<file path="src/rtl/wavetable_scheduler.sv">
// wavetable_scheduler: shares one wavetable ROM among NUM_VOICES oscillators,
// servicing each active voice once per sample tick in ascending order.
module wavetable_scheduler #(
    parameter int NUM_VOICES = 4,
    parameter int A_WIDTH    = 12,
    parameter int ROM_LAT    = 2
) (
    input  logic                          Clk,
    input  logic                          Reset,
    input  logic                          sampleTick,
    input  logic [NUM_VOICES-1:0]         voiceActive,
    input  logic [NUM_VOICES*A_WIDTH-1:0] addrIn,
    output logic [NUM_VOICES-1:0]         voiceEn,
    output logic [NUM_VOICES-1:0]         voiceLoad,
    output logic [A_WIDTH-1:0]            romAddr,
    output logic                          romRd,
    output logic [3:0]                    voiceSel,
    output logic                          busy,
    output logic                          frameDone,
    output logic                          overrun
);
    localparam int CW = ROM_LAT > 2 ? $clog2(ROM_LAT - 1) : 1;

    typedef enum logic [2:0] {IDLE, ENABLE, READ, WAIT, LOAD, DONE} state_t;

    state_t                 state, state_n;
    logic [CW-1:0]          cnt, cnt_n;
    logic [3:0]             sel, sel_n, first, next;
    logic                   first_ok, next_ok, start;
    logic [NUM_VOICES-1:0]  mask_r;
    logic [A_WIDTH-1:0]     addr_r;

    assign start = sampleTick && (state == IDLE || state == DONE);

    // Lowest active voice for a new frame, and next set mask bit above the current voice.
    always_comb begin
        first    = '0;
        first_ok = 1'b0;
        next     = '0;
        next_ok  = 1'b0;
        for (int i = NUM_VOICES - 1; i >= 0; i--) begin
            if (voiceActive[i]) begin
                first    = 4'(i);
                first_ok = 1'b1;
            end
            if (mask_r[i] && i > int'(sel)) begin
                next    = 4'(i);
                next_ok = 1'b1;
            end
        end
    end

    always_ff @(posedge Clk) begin
        if (Reset) begin
            state   <= IDLE;
            cnt     <= '0;
            sel     <= '0;
            mask_r  <= '0;
            addr_r  <= '0;
            overrun <= 1'b0;
        end else begin
            state   <= state_n;
            cnt     <= cnt_n;
            sel     <= sel_n;
            mask_r  <= start ? voiceActive : mask_r;
            addr_r  <= state == READ ? romAddr : addr_r;
            overrun <= overrun | (sampleTick & busy);
        end
    end

    always_comb begin
        state_n = state;
        cnt_n   = cnt;
        sel_n   = sel;
        case (state)
            IDLE, DONE: begin
                state_n = !start ? IDLE : first_ok ? ENABLE : DONE;
                sel_n   = (start && first_ok) ? first : sel;
            end
            ENABLE: state_n = READ;
            READ: begin
                state_n = ROM_LAT == 1 ? LOAD : WAIT;
                cnt_n   = CW'(ROM_LAT - 2);
            end
            WAIT: begin
                state_n = cnt == '0 ? LOAD : WAIT;
                cnt_n   = cnt == '0 ? cnt : cnt - 1'b1;
            end
            LOAD: begin
                state_n = next_ok ? ENABLE : DONE;
                sel_n   = next_ok ? next : sel;
            end
            default: state_n = IDLE;
        endcase
    end

    always_comb begin
        voiceEn   = state == ENABLE ? NUM_VOICES'(1) << sel : '0;
        voiceLoad = state == LOAD ? NUM_VOICES'(1) << sel : '0;
        romRd     = state == READ;
        romAddr   = state == READ ? addrIn[int'(sel)*A_WIDTH +: A_WIDTH] : addr_r;
        voiceSel  = sel;
        busy      = state == ENABLE || state == READ || state == WAIT || state == LOAD;
        frameDone = state == DONE;
    end
endmodule
</file>
<file path="config.mk">
export PLATFORM = sky130hd
export DESIGN_NAME = wavetable_scheduler
export DESIGN_NICKNAME = d
export VERILOG_FILES = /design/src/rtl/wavetable_scheduler.sv
export SDC_FILE = /design/constraint.sdc
export NUM_CORES = 1
export LEC_CHECK = 0
export BUFFER_PORTS_ARGS = -buffer_cell sky130_fd_sc_hd__buf_2
export CAP_MARGIN = 20
export CORE_AREA = 4 4 65 67
export DETAILED_ROUTE_END_ITERATION = 16
export DIE_AREA = 0 0 69 71
export PLACE_DENSITY_LB_ADDON = 0.15
export SLEW_MARGIN = 40
export SYNTH_ARGS = -nofsm -noshare
export SYNTH_HDL_FRONTEND = slang
export SYNTH_SLANG_ARGS = --single-unit
export TNS_END_PERCENT = 50
</file>
<file path="constraint.sdc">
create_clock -name Clk -period 1.8 [get_ports Clk]
set_input_delay 0.36 -clock Clk [delete_from_list [all_inputs] [get_ports Clk]]
set_output_delay 0.36 -clock Clk [all_outputs]
set_load 0.01 [all_outputs]
</file>
# Yosys cells after proc, flatten, opt, wreduce, memory -nomap -nowiden
# Index checks and enable logic that the tools add are counted.
[totals]
register_bits = 25
latch_bits = 0
mem_bits_rw = 0
rom_bits = 0
output_inout_bits = 28
wordCells = 63
n_memories = 0
[op_classes]
addsub = 1
multipliers = 1
n_div = 0
order_cmp = 3
eq_ne = 7
shift = 2
n_mux = 27
bitwise_logic = 2
reduce_logical = 14
[op_table]
columns = ["operator", "count"]
rows = [
  ["48-bit by 9-bit variable part select with 12-bit output", 1],
  ["4-bit two-way mux", 9],
  ["3-bit case mux with 5 select lines", 1],
  ["12-bit two-way mux", 1],
  ["3-bit two-way mux", 4],
  ["2-bit by 4-bit greater-than comparator with 1-bit output, first input constant", 2],
  ["1-bit two-way mux", 8],
  ["4-bit case mux with 2 select lines", 1],
  ["3-bit by 2-bit equality test with 1-bit output, second input constant", 2],
  ["3-bit equality test, second input constant", 2],
  ["4-bit by 2-bit multiplier with 6-bit output, second input constant", 1],
  ["1-bit logical AND", 5],
  ["1-bit by 4-bit greater-than comparator with 1-bit output, first input constant", 1],
  ["1-bit logical OR", 4],
  ["2-bit two-way mux", 2],
  ["2-bit != test, second input constant", 2],
  ["2-bit nonzero test", 2],
  ["1-bit by 4-bit << shifter with 4-bit output, first input constant", 1],
  ["3-bit by 1-bit equality test with 1-bit output, second input constant", 1],
  ["3-bit logical NOT", 1],
  ["3-bit AND reduction", 1],
  ["1-bit case mux with 2 select lines", 1],
  ["2-bit OR reduction", 1],
  ["1-bit AND", 1],
  ["2 further kinds", 2],
]

# Logic depth before layout (Yosys ltp)
# Gate-level depths: netlist of the first run.
[logic_depth]
depth_word = 7
mapped_depth = 6
depth_no_buf = 4

# Worst setup path after synthesis of the first run
# OpenSTA, ideal clock, no wires.
[synth_path]
path_type = "reg2out"
from = "register sel[0] (netlist: voiceSel[0])"
to = "output romAddr[2]"
t_arrival_ns = 1.465
required_time_ns = 1.440
slack_ns = -0.025
path_stages_with_launch = 5
cell_sequence = "dfxtp_1 -> buf_6 -> buf_8 -> mux4_2 -> mux2_2"
[synth_between]
elab_chain_len = 3
[synth_lines]
columns = ["element", "line", "text"]
rows = [
  ["from (decl)", "28", "logic [3:0] sel, sel_n, first, next;"],
  ["from (signal assigned)", "64", "sel <= sel_n;"],
  ["4-bit by 2-bit multiplier with 6-bit output", "101", "romAddr = state == READ ? addrIn[int'(sel)*A_WIDTH +: A_WIDTH] : addr_r;"],
  ["48-bit by 9-bit variable part select with 12-bit output", "101", ""],
  ["12-bit two-way mux", "101", ""],
  ["to (decl)", "15", "output logic [A_WIDTH-1:0] romAddr,"],
]
# No other way between the ends.

# Worst setup path after layout of the first run
[layout_path]
from = "register sel[0] (netlist: voiceSel[0])"
to = "output romAddr[1]"
# Same word-level chain as after synthesis.

==> summary.md, run 1 <==
| Metric | Value |
|---|---|
| Status | `finished, violations left` |
| Failing checks | `negative setup slack` |
| Root Buffer | `clkbuf_8` |
| Pwr/cell area | `878 mW/mm2` |
| Global route total overflow | `0` |
| Drt total wl | `4000 um` |
| Leak | `0.959 nW` |
| Syn. warnings | `0` |
| Largest net degree at the start of global routing | `22` |
| Final setup fails | `12` |
| Data required, critical path | `1440 ps` |
| CTS Sinks | `21` |
| Clock skew | `2.32 ps` |
| DRT iter0 DRCs | `32` |
| Drt first pass iters | `4` |
| DRT antenna net count | `0` |
| Initial antenna violation count | `0` |
| Post-Layout Cell Count | `265` |
| Critical Path Fanout Max | `5` |
| Clock insertion delay at the later pin of the skew report | `260 ps` |
| Worst hold path class | `input pin to flop` |
| Startpoint Class | `flop` |
| Vias in the first global route | `1398` |
| Syn_area_per_cell | `10.6 um2` |
| CTS tree | `yes` |
| Max Clock Freq | `484 MHz` |
| Design Area, Final | `0.00208 mm2` |
| Area grow syn2layout | `50.8%` |
| Rows | `22` |
| Max cap viols | `0` |
| DRC errors left | `0` |
| Post-synth EDFFs | `0` |
| Placed instance count | `257` |
| Yosys reg bits | `21` |
| Sequential fraction of the synthesis area | `30.5%` |
| Via density | `5.13` |
| Post-DP HPWL | `2990 um` |
| Starting density of the core | `38.0%` |
| Die area | `0.00490 mm2` |
| Period minus WS final | `2060 ps` |
| Drt wl/cell | `15.1 um` |
| DR vias | `1360` |
| Crit end category | `output port` |
| Antenna Cells | `0` |
| Ys flop type | `dfxtp_1` |
| Final GP Congestion | `0.814` |
| Hold Vio Cnt, Final | `0` |
| Count of different cell masters after synthesis | `38` |
| Core area | `0.00363 mm2` |
| Die Y | `71 um` |
| Max-slew violations | `0` |
| Global-route wire length before repair | `6690 um` |
| Number of buffers created by CTS | `3` |
| Worst-case vdd ir drop | `0.316 mV` |
| Share of cells above drive strength 1 | `61.3%` |
| Ports | `83` |
| Ys async rst share | `0%` |
| Top cells by area, synth | `dfxtp_1, mux4_2, mux2_2, nor2b_1, buf_4` |
| Setup TNS | `-2920 ps` |
| PortBufs | `80` |
| Post-synth top area share | `30.5%` |
| Reg clk slew, reported paths | `80 ps` |
| Unrepaired setup endpoints after global routing | `true` |
| Fillers | `334` |
| H-tree Lvls | `1` |
| Fin worst setup slack | `-264 ps` |
| Cell taking the most area after synthesis | `dfxtp_1` |
| Fin crit share | `115%` |
| Syn Std Cell Area | `0.00138 mm2` |
| Critical path class | `flop to output port` |
| Placed Area | `0.00184 mm2` |
| Crit path DAT | `1700 ps` |
| Clock Path Buffers | `2` |
| All-layer global routing usage | `16.6%` |
| Nets | `273` |
| Gate Count Post-Synth | `130` |
| Die width | `69 um` |
## synthesized netlist by cell type, types with 3 or more instances
cell type   n
buf_4       6
nand2_1     3
nor2b_1    12
dfxtp_1    21
nand3_1     3
nor3_1      4
a21oi_1     4
nor2_1     11
inv_1       5
mux2i_1     3
mux2_2     12
mux4_2     12
xnor2_1     3
## per-layer routing
metal | part of all wire [%] | GRT usage [%]
met2 | 52 | 29.7
met1 | 40 | 19.0
met5 | 0 | 0
met3 | 6.9 | 4.40
met4 | 0.57 | 5.86
## sequential cells by signal (all words and copies together), names as in the netlist
signal and flops:
voiceSel 2, addr_r 12, mask_r 3, overrun 1
state 3
## cells in the final DEF (no fill, tap or decap), drive strengths merged, types with 3 or more instances in the layout
| cell | n |
|---|---|
| nor2 | 11 |
| xnor2 | 3 |
| a21oi | 4 |
| buf | 94 |
| dfxtp | 21 |
| inv | 4 |
| nand3 | 3 |
| nor2b | 12 |
| nor3 | 4 |
| mux2 | 12 |
| clkbuf | 3 |
| mux2i | 3 |
| nand2 | 3 |
| mux4 | 12 |
## final timing paths
path | from | slack (ps) | endpoint | depth (start not counted)
setup / recovery | voiceSel[0] | -260 | romAddr[1] | 4
hold / removal | voiceActive[3] | 370 | mask_r[3] | 3
setup reg to reg | voiceSel[0] | 130 | addr_r[6] | 5
hold reg to reg | overrun | 480 | overrun | 2
## cells by family (layout without fill, tap and decap cells)
logic type	count (synthesis)	count (layout)	share of synthesized area (%)
xor gates and xnor gates	3	3	1.90
and+or+nand+nor	42	42	16.7
buffers and inverters	17	103	8.25
DFF	21	21	30.5
AOI/OAI and AO/OA	19	19	10.9
other	1	2	0.272
muxes	27	27	31.6
## per-stage QoR
stage	utilization, %	power, mW	hold slack, ps	worst slack [ps]
after floorplan	-	1.11	452	21.6
final	57.3	1.83	370	-264
after global routing	57.3	1.94	372	-315
after CTS	56.8	1.82	375	-276
after detailed placement	50.7	1.34	458	15.3
after global placement	50.7	1.32	444	34.3
## power by group
group          total, mW  internal [mW]  switching, mW
registers          0.568          0.526         0.0414
clock network      0.316          0.154          0.161
logic              0.944          0.552          0.391
## layout make-up
class,count,area (um2),share of cell area (%)
sequential,21,425,20.4
inverter,5,22.5,1.08
tap,48,60.1,2.89
clock buffer,3,41.3,1.98
multi-input combinational,93,910,43.7
clock inverter,1,5.00,0.241
timing repair buffer,94,617,29.6
## worst max-delay path, cell delays in order (launching register included)
cell and delay, ps:
dfxtp_4 400, buf_12 130, mux4_2 510, mux2_4 280
buf_6 120
## repair_timing
action,CTS,global route
setup endpoints to repair,13,20
gates cloned,1,0
hold buffers,0,0
resized for setup,28,5
pin swaps,0,3
setup buffers,2,1
Note: power is estimated with default switching activity, not from simulation.
==> inputs of run 2 (changes only) <==
- CELL_PAD_IN_SITES_DETAIL_PLACEMENT: not set -> 0
- CELL_PAD_IN_SITES_GLOBAL_PLACEMENT: not set -> 1
- CORE_AREA: 4 4 65 67 -> 4 4 76 78
- DIE_AREA: 0 0 69 71 -> 0 0 80 82
==> run 2 against run 1 <==
Effect of this change: the run still ends with negative setup slack left; utilization shrank 15 points; fmax up 0.53%; via count shrank 3.2%; design area grew 2.3%; total power up 0.51%; combinational power rose by 1%; hold slack got worse by 5.1 ps; clock power about the same; global-route usage is 4.5 points lower; largest power group unchanged; highest routed layer unchanged.
==> summary.md, run 2 (synthesis gave the netlist of run 1 again) <==
| Metric | Value |
|---|---|
| Clock skew | `9.40 ps` |
| Largest net degree at the start of global routing | `22` |
| Clock insertion delay at the later pin of the skew report | `260 ps` |
| Critical Path Fanout Max | `5` |
| Initial antenna violation count | `0` |
| Period minus WS final | `2050 ps` |
| Kind of cell adding the most delay to the critical path | `multiplexers` |
| DRT antenna net count | `0` |
| Min-delay src | `voiceActive[2]` |
| DRC errors left | `0` |
| Startpoint Class | `flop` |
| Fin crit share | `114%` |
| Root Buffer | `clkbuf_8` |
| Nets | `272` |
| Reg with most FFs | `addr_r` |
| Max reg flops | `12` |
| Antenna Cells | `0` |
| Die area | `0.00656 mm2` |
| CP max stage cell | `mux4_2` |
| Max-slew violations | `0` |
| All-layer global routing usage | `12.0%` |
| Leak | `0.958 nW` |
| Post-DP HPWL | `3180 um` |
| Die width | `80 um` |
| Cells along the critical path | `clkbuf_16, mux4_2, mux2_4, buf_6` |
| H-tree Lvls | `1` |
| Drt first pass iters | `3` |
| Max stage delay on crit path | `490 ps` |
| Max Clock Freq | `487 MHz` |
| Final Power | `1.84 mW` |
| Placed instance count | `281` |
| Via density | `4.60` |
| Die Y | `82 um` |
| Most frequent cells in the layout | `buf_2, dfxtp_1, buf_6` |
| Failing checks | `negative setup slack` |
| Unrepaired setup endpoints after global routing | `true` |
| Setup TNS | `-2780 ps` |
| Worst-case vdd ir drop | `0.470 mV` |
| Crit path DAT | `1690 ps` |
| Core area | `0.00507 mm2` |
| Status | `finished, violations left` |
| Crit end category | `output port` |
| Critical path class | `flop to output port` |
| Hold Vio Cnt, Final | `0` |
| Share of cells above drive strength 1 | `61.1%` |
| Final setup fails | `12` |
| Vias in the first global route | `1255` |
| DRT iter0 DRCs | `22` |
| Regs by FF count | `addr_r: 12 flops, mask_r: 3 flops, state: 3 flops` |
| Global route total overflow | `0` |
| Reg clk slew, reported paths | `70 ps` |
| R2r startpoint | `voiceSel[0]` |
| Fillers | `522` |
| Fin worst setup slack | `-253 ps` |
| Area grow syn2layout | `54.2%` |
| Data required, critical path | `1440 ps` |
| Pwr/cell area | `863 mW/mm2` |
| CTS tree | `yes` |
| CTS Sinks | `21` |
| Worst setup path start | `voiceSel[0]` |
| Drt total wl | `4110 um` |
| PortBufs | `80` |
| Commonest non-fill, non-tap cell in the layout | `buf_2` |
| Post-Layout Cell Count | `286` |
| Clock Path Buffers | `2` |
| Drt wl/cell | `14.4 um` |
| Max cap viols | `0` |
| Ports | `83` |
| Worst hold path class | `input pin to flop` |
| Min Hold Slack | `365 ps` |
| Starting density of the core | `27.2%` |
| DR vias | `1316` |
| Rows | `26` |
| Global-route wire length before repair | `6190 um` |
| Bufs and invs on worst path | `2` |
| Number of buffers created by CTS | `3` |
| Final GP Congestion | `0.785` |
[run 2: cell types whose count changed in the layout (fill, tap and decap cells not counted), sizes merged]
cell      change
buf           -2
clkinvlp      -1
clkbuf        +1
inv           +1
[run 2: through the flow]
step	worst slack, ps	util (%)	instance area [um2]
after floorplan	21.6	-	1390
after global placement	20.7	37.6	1910
after detailed placement	14.1	37.6	1910
after CTS	-263	39.7	2010
after global routing	-312	41.9	2130
final	-253	41.9	2130
[run 2: final cells by class]
type / instances / area, um2 / area share (%)
multi-input combinational: 93 / 916 / 43.0
tap: 70 / 87.6 / 4.12
clock buffer: 3 / 41.3 / 1.94
timing repair buffer: 93 / 632 / 29.7
clock inverter: 1 / 5.00 / 0.235
sequential: 21 / 425 / 20.0
inverter: 5 / 21.3 / 0.999
[run 2: path summary, 6_finish.rpt]
kind / end / slack [ps] / cells past startpoint
worst max register to register: addr_r[11] / 250 / 4
worst max-delay path: romAddr[11] / -250 / 4
worst min-delay path: mask_r[2] / 370 / 3
worst min register to register: overrun / 470 / 2
[run 2: power breakdown]
part | switching (mW) | internal [mW] | leakage [nW] | total, mW
Combinational | 0.393 | 0.562 | 0.760 | 0.955
Sequential | 0.0404 | 0.526 | 0.173 | 0.567
Clock | 0.161 | 0.154 | 0.0255 | 0.315
Total | 0.594 | 1.24 | 0.958 | 1.84
[run 2: tightest hold or removal path, cell delays in order]
cell and delay [ps]:
buf_2 100, mux2i_1 60, nor2_1 70
[run 2: routing by layer]
layer	GRT usage (%)	up-vias	wire length, um
li1	-	646	-
met1	14.1	621	1640
met2	21.6	45	2110
met3	3.73	4	336
met4	2.53	0	23
met5	0	-	0
[run 2: timing repair]
action	CTS	global route
gates resized for setup	11	23
hold buffers	0	0
pin swaps	0	2
gates cloned	0	1
buffers inserted	0	0
endpoints found under the setup margin	13	19
==> inputs of run 3 (changes only) <==
- CORE_AREA: 4 4 76 78 -> 4 4 72 74
- DIE_AREA: 0 0 80 82 -> 0 0 76 78
- clock period: 1.8 -> 2.13 ns (I/O delays scaled with it)
==> run 3 against run 2 <==
Effect of this change: the flow now finishes without violations; clock power fell by 14%; setup slack improved by 270 ps; first-iteration DRC count rose by 27%; largest cell class unchanged.
==> summary.md, run 3 (synthesis gave the netlist of run 1 again) <==
| Metric | Value |
|---|---|
| Clock power share | `17.8%` |
| Number of buffers created by CTS | `3` |
| DRC errors left | `0` |
| Reg clk slew, reported paths | `80 ps` |
| Global route total overflow | `0` |
| Initial antenna violation count | `0` |
| Clock Path Buffers | `2` |
| Starting density of the core | `30.0%` |
| Crit path DAT | `1680 ps` |
| DRT antenna net count | `0` |
| Sequential power share | `31.4%` |
| Root Buffer | `clkbuf_8` |
| Max Clock Freq | `474 MHz` |
| Final GP Congestion | `0.801` |
| Max stage delay on crit path | `500 ps` |
| Via density | `4.86` |
| Max-slew violations | `0` |
| Startpoint Class | `flop` |
| Antenna Cells | `0` |
| Die Y | `78 um` |
| Critical path class | `flop to output port` |
| Kind of cell adding the most delay to the critical path | `multiplexers` |
| Regs by FF count | `addr_r: 12 flops, mask_r: 3 flops, state: 3 flops` |
| Area grow syn2layout | `48.8%` |
| Fillers | `455` |
| Bufs and invs on worst path | `2` |
| Drt total wl | `4100 um` |
| Commonest non-fill, non-tap cell in the layout | `buf_2` |
| All-layer global routing usage | `14.2%` |
| Die area | `0.00593 mm2` |
| Reg with most FFs | `addr_r` |
| Setup TNS | `0 ps` |
| Clock insertion delay at the later pin of the skew report | `260 ps` |
| DR vias | `1313` |
| Cells along the critical path | `buf_8, mux4_2, mux2_4, buf_6` |
| Ports | `83` |
| CP max stage cell | `mux4_2` |
| Rows | `25` |
| H-tree Lvls | `1` |
| CTS tree | `yes` |
| Internal | `1.02 mW` |
| Core area | `0.00460 mm2` |
| Switching Share | `32.7%` |
| Critical Path Fanout Max | `5` |
| DRT iter0 DRCs | `28` |
| CTS Sinks | `21` |
| PortBufs | `80` |
| Drt first pass iters | `4` |
| Data required, critical path | `1700 ps` |
| Finished Core Util | `44.7%` |
| Pwr/cell area | `738 mW/mm2` |
| Sw power | `495 uW` |
| Leak | `0.950 nW` |
| Worst hold path class | `input pin to flop` |
| Most frequent cells in the layout | `buf_2, dfxtp_1, buf_6` |
| Max reg flops | `12` |
| Die width | `76 um` |
| Unrepaired setup endpoints after global routing | `true` |
| Drt wl/cell | `15.2 um` |
| Largest net degree at the start of global routing | `22` |
| Crit end category | `output port` |
| Status | `finished clean` |
| Period minus WS final | `2110 ps` |
| Vias in the first global route | `1374` |
| Worst-case vdd ir drop | `0.300 mV` |
| Clock skew | `4.57 ps` |
| Global-route wire length before repair | `7020 um` |
| Final Power | `1.51 mW` |
| Hold Vio Cnt, Final | `0` |
| Fin crit share | `99.0%` |
| Share of cells above drive strength 1 | `58.8%` |
| Comb power frac | `50.7%` |
| Final setup fails | `0` |
| Max cap viols | `0` |
| Post-DP HPWL | `3130 um` |
| Nets | `272` |
-- run 3: cell types whose count changed in the layout (fill, tap and decap cells not counted), sizes merged --
cell,change
clkbuf,-1
buf,+1
-- run 3: metal layers --
layer / global-route usage, % / part of all wire (%)
met1: 17.3 / 44
met2: 24.7 / 50
met3: 3.60 / 5.8
met4: 3.74 / 0.37
met5: 0 / 0
-- run 3: what timing repair did --
item / in CTS / in global routing
endpoints found under the setup margin: 12 / 13
buffers inserted: 1 / 1
hold buffers: 0 / 0
cloned: 1 / 0
gates resized for setup: 12 / 21
-- run 3: final cells by class --
cell class | count | area, um2 | area share (%)
multi-input combinational | 93 | 905 | 44.1
clock inverter | 1 | 5.00 | 0.244
sequential | 21 | 424 | 20.7
timing repair buffer | 93 | 592 | 28.8
clock buffer | 3 | 41.3 | 2.01
inverter | 5 | 18.8 | 0.914
tap | 54 | 67.6 | 3.29
-- run 3: tightest hold or removal path: cells and delay by family --
kind                   cells  cell delay, ps
buffers and inverters      1             100
muxes                      1              60
and+or+nand+nor            1              70
-- run 3: worst paths after layout --
check	start	endpoint	slack (ps)	depth (start not counted)
max	voiceSel[0]	romAddr[2]	20	4
min	voiceActive[3]	mask_r[3]	420	3
max reg2reg	voiceSel[0]	voiceSel[0]	440	7
min reg2reg	overrun	overrun	480	2
-- run 3: power by group through the flow --
stage | logic, mW | registers (mW) | clock network (mW)
floorplan | 0.458 | 0.477 | 0
global placement | 0.635 | 0.477 | 0
detailed placement | 0.653 | 0.478 | 0
CTS | 0.700 | 0.473 | 0.288
global route | 0.832 | 0.482 | 0.301
finish | 0.768 | 0.476 | 0.270
-- run 3: per-stage QoR --
stage	hold slack, ps	setup slack (ps)	cells	cell area (um2)
after floorplan	487	239	131	1380
after global placement	445	272	263	1840
after detailed placement	459	219	263	1840
after CTS	416	-1.41	269	1940
after global routing	438	-49.6	270	2050
final	424	21.4	270	2050
